File: config.mk
export PLATFORM = sky130hd
export DESIGN_NAME = core
export DESIGN_NICKNAME = d
export VERILOG_FILES = /design/src/rtl/core.sv
export SDC_FILE = /design/constraint.sdc
export NUM_CORES = 2
export LEC_CHECK = 0
export BUFFER_PORTS_ARGS = -buffer_cell sky130_fd_sc_hd__buf_4
export CAP_MARGIN = 20
export CORE_MARGIN = 2
export CORE_UTILIZATION = 60
export DETAILED_ROUTE_END_ITERATION = 6
export MAX_ROUTING_LAYER = met4
export PLACE_DENSITY = 0.85
export SLEW_MARGIN = 25
export SYNTH_ARGS = -nofsm -noshare
export SYNTH_HDL_FRONTEND = slang
export SYNTH_SLANG_ARGS = --single-unit
File: constraint.sdc
create_clock -name clk -period 4.25 [get_ports clk]
set_clock_uncertainty 0.1 [all_clocks]
set_input_delay 0.85 -clock clk [delete_from_list [all_inputs] [get_ports clk]]
set_output_delay 0.85 -clock clk [all_outputs]
set_load 0.005 [all_outputs]
File: src/rtl/core.sv
`default_nettype none
// ==========================================================================
// core : 5-stage in-order MIPS-I subset pipeline without forwarding or stalls
// Revision: 1.0
// ==========================================================================
module core (
  input  logic        clk,
  input  logic        rst_n,
  input  logic [31:0] read_instruction,
  input  logic [31:0] read_data,
  output logic [31:0] instruction_address,
  output logic [31:0] data_address,
  output logic [31:0] write_data,
  output logic        mem_write,
  output logic        mem_read
);

  typedef enum logic [3:0] {
    ALU_ADD, ALU_SUB, ALU_AND, ALU_OR, ALU_XOR, ALU_NOR, ALU_SLT, ALU_SLL, ALU_SRL
  } alu_op_e;

  localparam logic [5:0] OP_RTYPE = 6'h00;
  localparam logic [5:0] OP_ADDI  = 6'h08;
  localparam logic [5:0] OP_SLTI  = 6'h0A;
  localparam logic [5:0] OP_ANDI  = 6'h0C;
  localparam logic [5:0] OP_ORI   = 6'h0D;
  localparam logic [5:0] OP_XORI  = 6'h0E;
  localparam logic [5:0] OP_LW    = 6'h23;
  localparam logic [5:0] OP_SW    = 6'h2B;

  localparam logic [5:0] FN_SLL = 6'h00;
  localparam logic [5:0] FN_SRL = 6'h02;
  localparam logic [5:0] FN_ADD = 6'h20;
  localparam logic [5:0] FN_SUB = 6'h22;
  localparam logic [5:0] FN_AND = 6'h24;
  localparam logic [5:0] FN_OR  = 6'h25;
  localparam logic [5:0] FN_XOR = 6'h26;
  localparam logic [5:0] FN_NOR = 6'h27;
  localparam logic [5:0] FN_SLT = 6'h2A;

  // ---------------- IF ----------------
  logic [31:0] pc_q, pc_d;
  logic [31:0] ifid_instr_q;

  assign pc_d = pc_q + 32'd4;

  // A cleared instruction register is the all-zero NOP, i.e. a bubble.
  always_ff @(posedge clk or negedge rst_n) begin
    if (!rst_n) begin
      pc_q         <= '0;
      ifid_instr_q <= '0;
    end else begin
      pc_q         <= pc_d;
      ifid_instr_q <= read_instruction;
    end
  end

  assign instruction_address = pc_q;

  // ---------------- ID ----------------
  logic [5:0]  id_op, id_funct;
  logic [4:0]  id_rs, id_rt, id_rd, id_shamt;
  logic [15:0] id_imm;

  assign {id_op, id_rs, id_rt, id_rd, id_shamt, id_funct} = ifid_instr_q;
  assign id_imm = ifid_instr_q[15:0];

  logic        wb_we_q;
  logic [4:0]  wb_rd_q;
  logic [31:0] wb_val_q;
  logic [31:0] rf_q [32];
  logic [31:0] id_rs_val, id_rt_val;

  // A write retiring this cycle is visible to the reader in ID immediately.
  always_comb begin
    id_rs_val = rf_q[id_rs];
    id_rt_val = rf_q[id_rt];
    if (wb_we_q && (wb_rd_q == id_rs) && (id_rs != 5'd0)) id_rs_val = wb_val_q;
    if (wb_we_q && (wb_rd_q == id_rt) && (id_rt != 5'd0)) id_rt_val = wb_val_q;
  end

  always_ff @(posedge clk or negedge rst_n) begin
    if (!rst_n) begin
      for (int i = 0; i < 32; i++) rf_q[i] <= '0;
    end else if (wb_we_q && (wb_rd_q != 5'd0)) begin
      rf_q[wb_rd_q] <= wb_val_q;
    end
  end

  alu_op_e     id_alu_op;
  logic        id_use_imm, id_zext, id_reg_write, id_mem_read, id_mem_write;
  logic [4:0]  id_dest;
  logic [31:0] id_imm_ext;

  always_comb begin
    id_alu_op    = ALU_ADD;
    id_use_imm   = 1'b0;
    id_zext      = 1'b0;
    id_dest      = id_rt;
    id_reg_write = 1'b0;
    id_mem_read  = 1'b0;
    id_mem_write = 1'b0;
    case (id_op)
      OP_RTYPE: begin
        id_dest      = id_rd;
        id_reg_write = 1'b1;
        case (id_funct)
          FN_ADD:  id_alu_op = ALU_ADD;
          FN_SUB:  id_alu_op = ALU_SUB;
          FN_AND:  id_alu_op = ALU_AND;
          FN_OR:   id_alu_op = ALU_OR;
          FN_XOR:  id_alu_op = ALU_XOR;
          FN_NOR:  id_alu_op = ALU_NOR;
          FN_SLT:  id_alu_op = ALU_SLT;
          FN_SLL:  id_alu_op = ALU_SLL;
          FN_SRL:  id_alu_op = ALU_SRL;
          default: id_reg_write = 1'b0;
        endcase
      end
      OP_ADDI: begin id_alu_op = ALU_ADD; id_use_imm = 1'b1; id_reg_write = 1'b1; end
      OP_SLTI: begin id_alu_op = ALU_SLT; id_use_imm = 1'b1; id_reg_write = 1'b1; end
      OP_ANDI: begin id_alu_op = ALU_AND; id_use_imm = 1'b1; id_zext = 1'b1; id_reg_write = 1'b1; end
      OP_ORI:  begin id_alu_op = ALU_OR;  id_use_imm = 1'b1; id_zext = 1'b1; id_reg_write = 1'b1; end
      OP_XORI: begin id_alu_op = ALU_XOR; id_use_imm = 1'b1; id_zext = 1'b1; id_reg_write = 1'b1; end
      OP_LW:   begin id_use_imm = 1'b1; id_reg_write = 1'b1; id_mem_read = 1'b1; end
      OP_SW:   begin id_use_imm = 1'b1; id_mem_write = 1'b1; end
      default: ;
    endcase
  end

  assign id_imm_ext = id_zext ? {16'h0000, id_imm} : {{16{id_imm[15]}}, id_imm};

  alu_op_e     idex_alu_op_q;
  logic [31:0] idex_a_q, idex_b_q, idex_rt_q;
  logic [4:0]  idex_shamt_q, idex_dest_q;
  logic        idex_reg_write_q, idex_mem_read_q, idex_mem_write_q;

  always_ff @(posedge clk or negedge rst_n) begin
    if (!rst_n) begin
      idex_alu_op_q    <= ALU_ADD;
      idex_a_q         <= '0;
      idex_b_q         <= '0;
      idex_rt_q        <= '0;
      idex_shamt_q     <= '0;
      idex_dest_q      <= '0;
      idex_reg_write_q <= 1'b0;
      idex_mem_read_q  <= 1'b0;
      idex_mem_write_q <= 1'b0;
    end else begin
      idex_alu_op_q    <= id_alu_op;
      idex_a_q         <= id_rs_val;
      idex_b_q         <= id_use_imm ? id_imm_ext : id_rt_val;
      idex_rt_q        <= id_rt_val;
      idex_shamt_q     <= id_shamt;
      idex_dest_q      <= id_dest;
      idex_reg_write_q <= id_reg_write && (id_dest != 5'd0);
      idex_mem_read_q  <= id_mem_read;
      idex_mem_write_q <= id_mem_write;
    end
  end

  // ---------------- EX ----------------
  logic [31:0] ex_result;

  always_comb begin
    ex_result = idex_a_q + idex_b_q;
    case (idex_alu_op_q)
      ALU_SUB: ex_result = idex_a_q - idex_b_q;
      ALU_AND: ex_result = idex_a_q & idex_b_q;
      ALU_OR:  ex_result = idex_a_q | idex_b_q;
      ALU_XOR: ex_result = idex_a_q ^ idex_b_q;
      ALU_NOR: ex_result = ~(idex_a_q | idex_b_q);
      ALU_SLT: ex_result = {31'd0, ($signed(idex_a_q) < $signed(idex_b_q))};
      ALU_SLL: ex_result = idex_rt_q << idex_shamt_q;
      ALU_SRL: ex_result = idex_rt_q >> idex_shamt_q;
      default: ;
    endcase
  end

  logic [31:0] exmem_result_q, exmem_store_q;
  logic [4:0]  exmem_dest_q;
  logic        exmem_reg_write_q, exmem_mem_read_q, exmem_mem_write_q;

  always_ff @(posedge clk or negedge rst_n) begin
    if (!rst_n) begin
      exmem_result_q    <= '0;
      exmem_store_q     <= '0;
      exmem_dest_q      <= '0;
      exmem_reg_write_q <= 1'b0;
      exmem_mem_read_q  <= 1'b0;
      exmem_mem_write_q <= 1'b0;
    end else begin
      exmem_result_q    <= ex_result;
      exmem_store_q     <= idex_rt_q;
      exmem_dest_q      <= idex_dest_q;
      exmem_reg_write_q <= idex_reg_write_q;
      exmem_mem_read_q  <= idex_mem_read_q;
      exmem_mem_write_q <= idex_mem_write_q;
    end
  end

  // ---------------- MEM ----------------
  assign data_address = exmem_result_q;
  assign write_data   = exmem_store_q;
  assign mem_read     = exmem_mem_read_q;
  assign mem_write    = exmem_mem_write_q;

  logic [31:0] wb_val_d;
  assign wb_val_d = exmem_mem_read_q ? read_data : exmem_result_q;

  always_ff @(posedge clk or negedge rst_n) begin
    if (!rst_n) begin
      wb_we_q  <= 1'b0;
      wb_rd_q  <= '0;
      wb_val_q <= '0;
    end else begin
      wb_we_q  <= exmem_reg_write_q;
      wb_rd_q  <= exmem_dest_q;
      wb_val_q <= wb_val_d;
    end
  end

endmodule
`default_nettype wire

==> results.sh <==
export IMPL_status="finished, final reports clean"
export IMPL_syn_cell_area_sq_um=71800
export IMPL_antenna_found_initial=12
export IMPL_cellPowerDensity_nw_per_um2=371
export IMPL_drtIter0Drc=6464
export IMPL_clk_root_buffer_cell="clkbuf_16"
export IMPL_ir_drop_mv=0.323
export IMPL_clk_latency_ns=0.78
export IMPL_die_w_microns=350
export IMPL_muxShareOfSynthArea_pct=37.9
export IMPL_worst_pin_slew_ns=1.21
export IMPL_core_sq_um=118000
export IMPL_rr_startpoint="idex_a_q[0]"
export IMPL_path_max_fanout=5
export IMPL_synthDistinctLibCells=99
export IMPL_synth_top_family_by_area="multiplexers"
export IMPL_period_needed_ns=3.78
export IMPL_wl_per_cell_microns=33.4
export IMPL_ys_top_cells_by_count="dfrtp_1, mux2_2, mux4_2"
export IMPL_synth_most_common_cell="dfrtp_1"
export IMPL_hpwl_microns=146000
export IMPL_synthFlopType="dfrtp_1"
export IMPL_slew_limit_headroom_pct=19.2
export IMPL_wirelength_microns=233000
export IMPL_start_kind="register"
export IMPL_worstSetupPathType="register to register"
export IMPL_portBuffers=161
export IMPL_setup_viol=0
export IMPL_dr_pass1_iters=6
export IMPL_grt_start_max_net_pins=150
export IMPL_fin_crit_sh_pct=89.0
export IMPL_area_growth_pct=11.1
export IMPL_cts_htree_levels=4
export IMPL_cts_buffers_inserted=135
export IMPL_cp_end_kind="register"
export IMPL_holdCritPathClass="primary input to register"
export IMPL_synth_xor_area_share_pct=0.537
export IMPL_synth_seq_cells=1309
export IMPL_cp_required_ns=4.79
export IMPL_row_count=126
export IMPL_grt_pass1_vias=52100
export IMPL_yosys_area_share_simple_pct=4.26
export IMPL_rsz0062_at_grt="false"
export IMPL_dpl_worst_slack_ns=0.611
export IMPL_place_gp_congestion=1.05
export IMPL_grt_use_total_pct=39.7
export IMPL_synth_edf_count=0
export IMPL_synth_top_area_share_pct=45.6
export IMPL_die_h_microns=350
export IMPL_netlist_top_cells_area="dfrtp_1, mux4_2, mux2_2, mux2i_1, clkbuf_1"
export IMPL_drcViolationCount=0
export IMPL_async_flop_share_pct=100
export IMPL_final_hold_violation_count=0
export IMPL_gr_total_overflow=0
export IMPL_drv_slew=0
export IMPL_ios=164
export IMPL_synth_compound_area_share_pct=6.33
export IMPL_start_util_pct=60.6
export IMPL_synth_area_leader_cell="dfrtp_1"
export IMPL_cp_startpoint="idex_a_q[0]"
export IMPL_cts_tree="done"
export IMPL_crit_arrival_ns=4.33
export IMPL_setup_tns_ns=0
export IMPL_fin_nets=5421
export IMPL_finalPower_w=0.0296
export IMPL_clk_pin_slew_worst_paths_ns=0.06
export IMPL_cts_buffer_depth=3
export IMPL_clock_fmax_mhz=264
export IMPL_seq_area_frac_synth_pct=45.6
export IMPL_ant_nets=0
export IMPL_ys_warn_count=0
export IMPL_syn_inst=5292
export IMPL_syn_avg_cell_area_sq_um=13.6
export IMPL_dr_total_vias=50600
export IMPL_cap_violations=0
export IMPL_dieArea_sq_um=122000
export IMPL_numClockSinks=1309
export IMPL_ctsResizeCount=0
export IMPL_drive_gt1_share_pct=43.7
export IMPL_drt_vias_per_instance=7.26
export IMPL_holdCritStartpoint="read_instruction[0]"
export IMPL_setup_slack_ns=0.466
export IMPL_leakagePower_nw=36.4
export IMPL_grt_pass1_wl_microns=345000
export IMPL_synthAdderAreaFrac_pct=1.75
[sequential cells by signal, summed over array words and instances (netlist names), 4 cells and up]
name,flops
idex_shamt_q,5
idex_dest_q,5
instruction_address,30
rf_q,1024
wb_rd_q,5
wb_val_q,32
idex_a_q,32
data_address,32
ifid_instr_q,32
exmem_dest_q,5
idex_rt_q,32
write_data,32
idex_alu_op_q,4
idex_b_q,32
[what timing repair did]
item | CTS | global route
setup endpoints to repair | 0 | 0
buffers inserted | 0 | 0
hold buffers | 1 | 0
hold endpoints to repair | 81 | 0
[area by class of cell]
class	count	area [sq um]
Antenna cell	11	27.5
Fill cell	7621	38600
Timing Repair Buffer	352	3340
Inverter	107	402
Clock buffer	196	3870
Multi-Input combinational cell	3351	36700
Tap cell	1600	2000
Sequential cell	1309	32800
Clock inverter	50	631
[power breakdown]
group	internal [W]	leakage, nW	switching, W
Sequential	0.0130	17.9	0.000997
Clock	0.00689	2.19	0.00526
Combinational	0.00158	16.3	0.00186
Total	0.0215	36.4	0.00811
[logic make-up (layout without fill, tap and decap cells)]
family,count (synthesis),in the layout
buffers and inverters,633,705
other,1,13
XOR/XNOR,44,44
multiplexers,1856,1856
flip-flops,1309,1309
AO/OA/AOI/OAI,673,673
AND/OR/NAND/NOR,677,677
adder cells (fa/ha/maj),99,99
[per-stage QoR]
stage / instances / instance area, sq um / hold slack, ns / utilization (%)
floorplan: 5293 / 71800 / 0.231 / -
global placement: 6717 / 75200 / 0.233 / 63.5
detailed placement: 6717 / 75200 / 0.237 / 63.5
CTS: 6964 / 79700 / 0.0492 / 67.3
global route: 6973 / 79800 / 0.0648 / 67.4
finish: 6976 / 79800 / 0.0799 / 67.4
[critical path, stage by stage (launching register included)]
cell	delay [ns]
dfrtp_1	0.38
inv_1	0.10
ha_1	0.21
inv_1	0.07
fa_1	0.40
and2b_2	0.22
o21ai_0	0.40
nand4_1	0.27
a31o_2	0.33
a21boi_2	0.27
o31a_1	0.19
nor2_1	0.08
a221o_2	0.35
a221o_1	0.30
[path summary, 6_finish.rpt]
path / endpoint / slack, ns / cells past startpoint
max: data_address[22] / 0.47 / 13
min: ifid_instr_q[0] / 0.08 / 1
max reg2reg: data_address[22] / 0.47 / 13
min reg2reg: wb_rd_q[4] / 0.25 / 0
max in group asynchronous: ifid_instr_q[16] / 2.20 / 3
min in group asynchronous: instruction_address[16] / 0.57 / 2
[per-layer routing]
layer | track usage, % | wire, microns | vias to the layer above
li1 | - | - | 20000
met1 | 48.6 | 82500 | 26200
met2 | 58.7 | 107000 | 3459
met3 | 11.0 | 26400 | 935
met4 | 24.8 | 16800 | 0
met5 | - | 0 | -
[cells in the final DEF (no fill, tap or decap), types with 55 or more instances in the layout]
cell | Yosys | layout
nor2_1 | 168 | 151
mux2_2 | 1082 | 1082
dfrtp_1 | 1309 | 1270
o22ai_1 | 55 | 55
mux2i_1 | 194 | 194
mux4_2 | 580 | 580
a221oi_1 | 59 | 59
ha_1 | 97 | 97
o21ai_0 | 182 | 182
nand2_1 | 298 | 282
clkbuf_16 | 0 | 135
buf_4 | 23 | 296
a21oi_1 | 136 | 135
inv_1 | 106 | 106
Power figures use the tool's default switching activity.
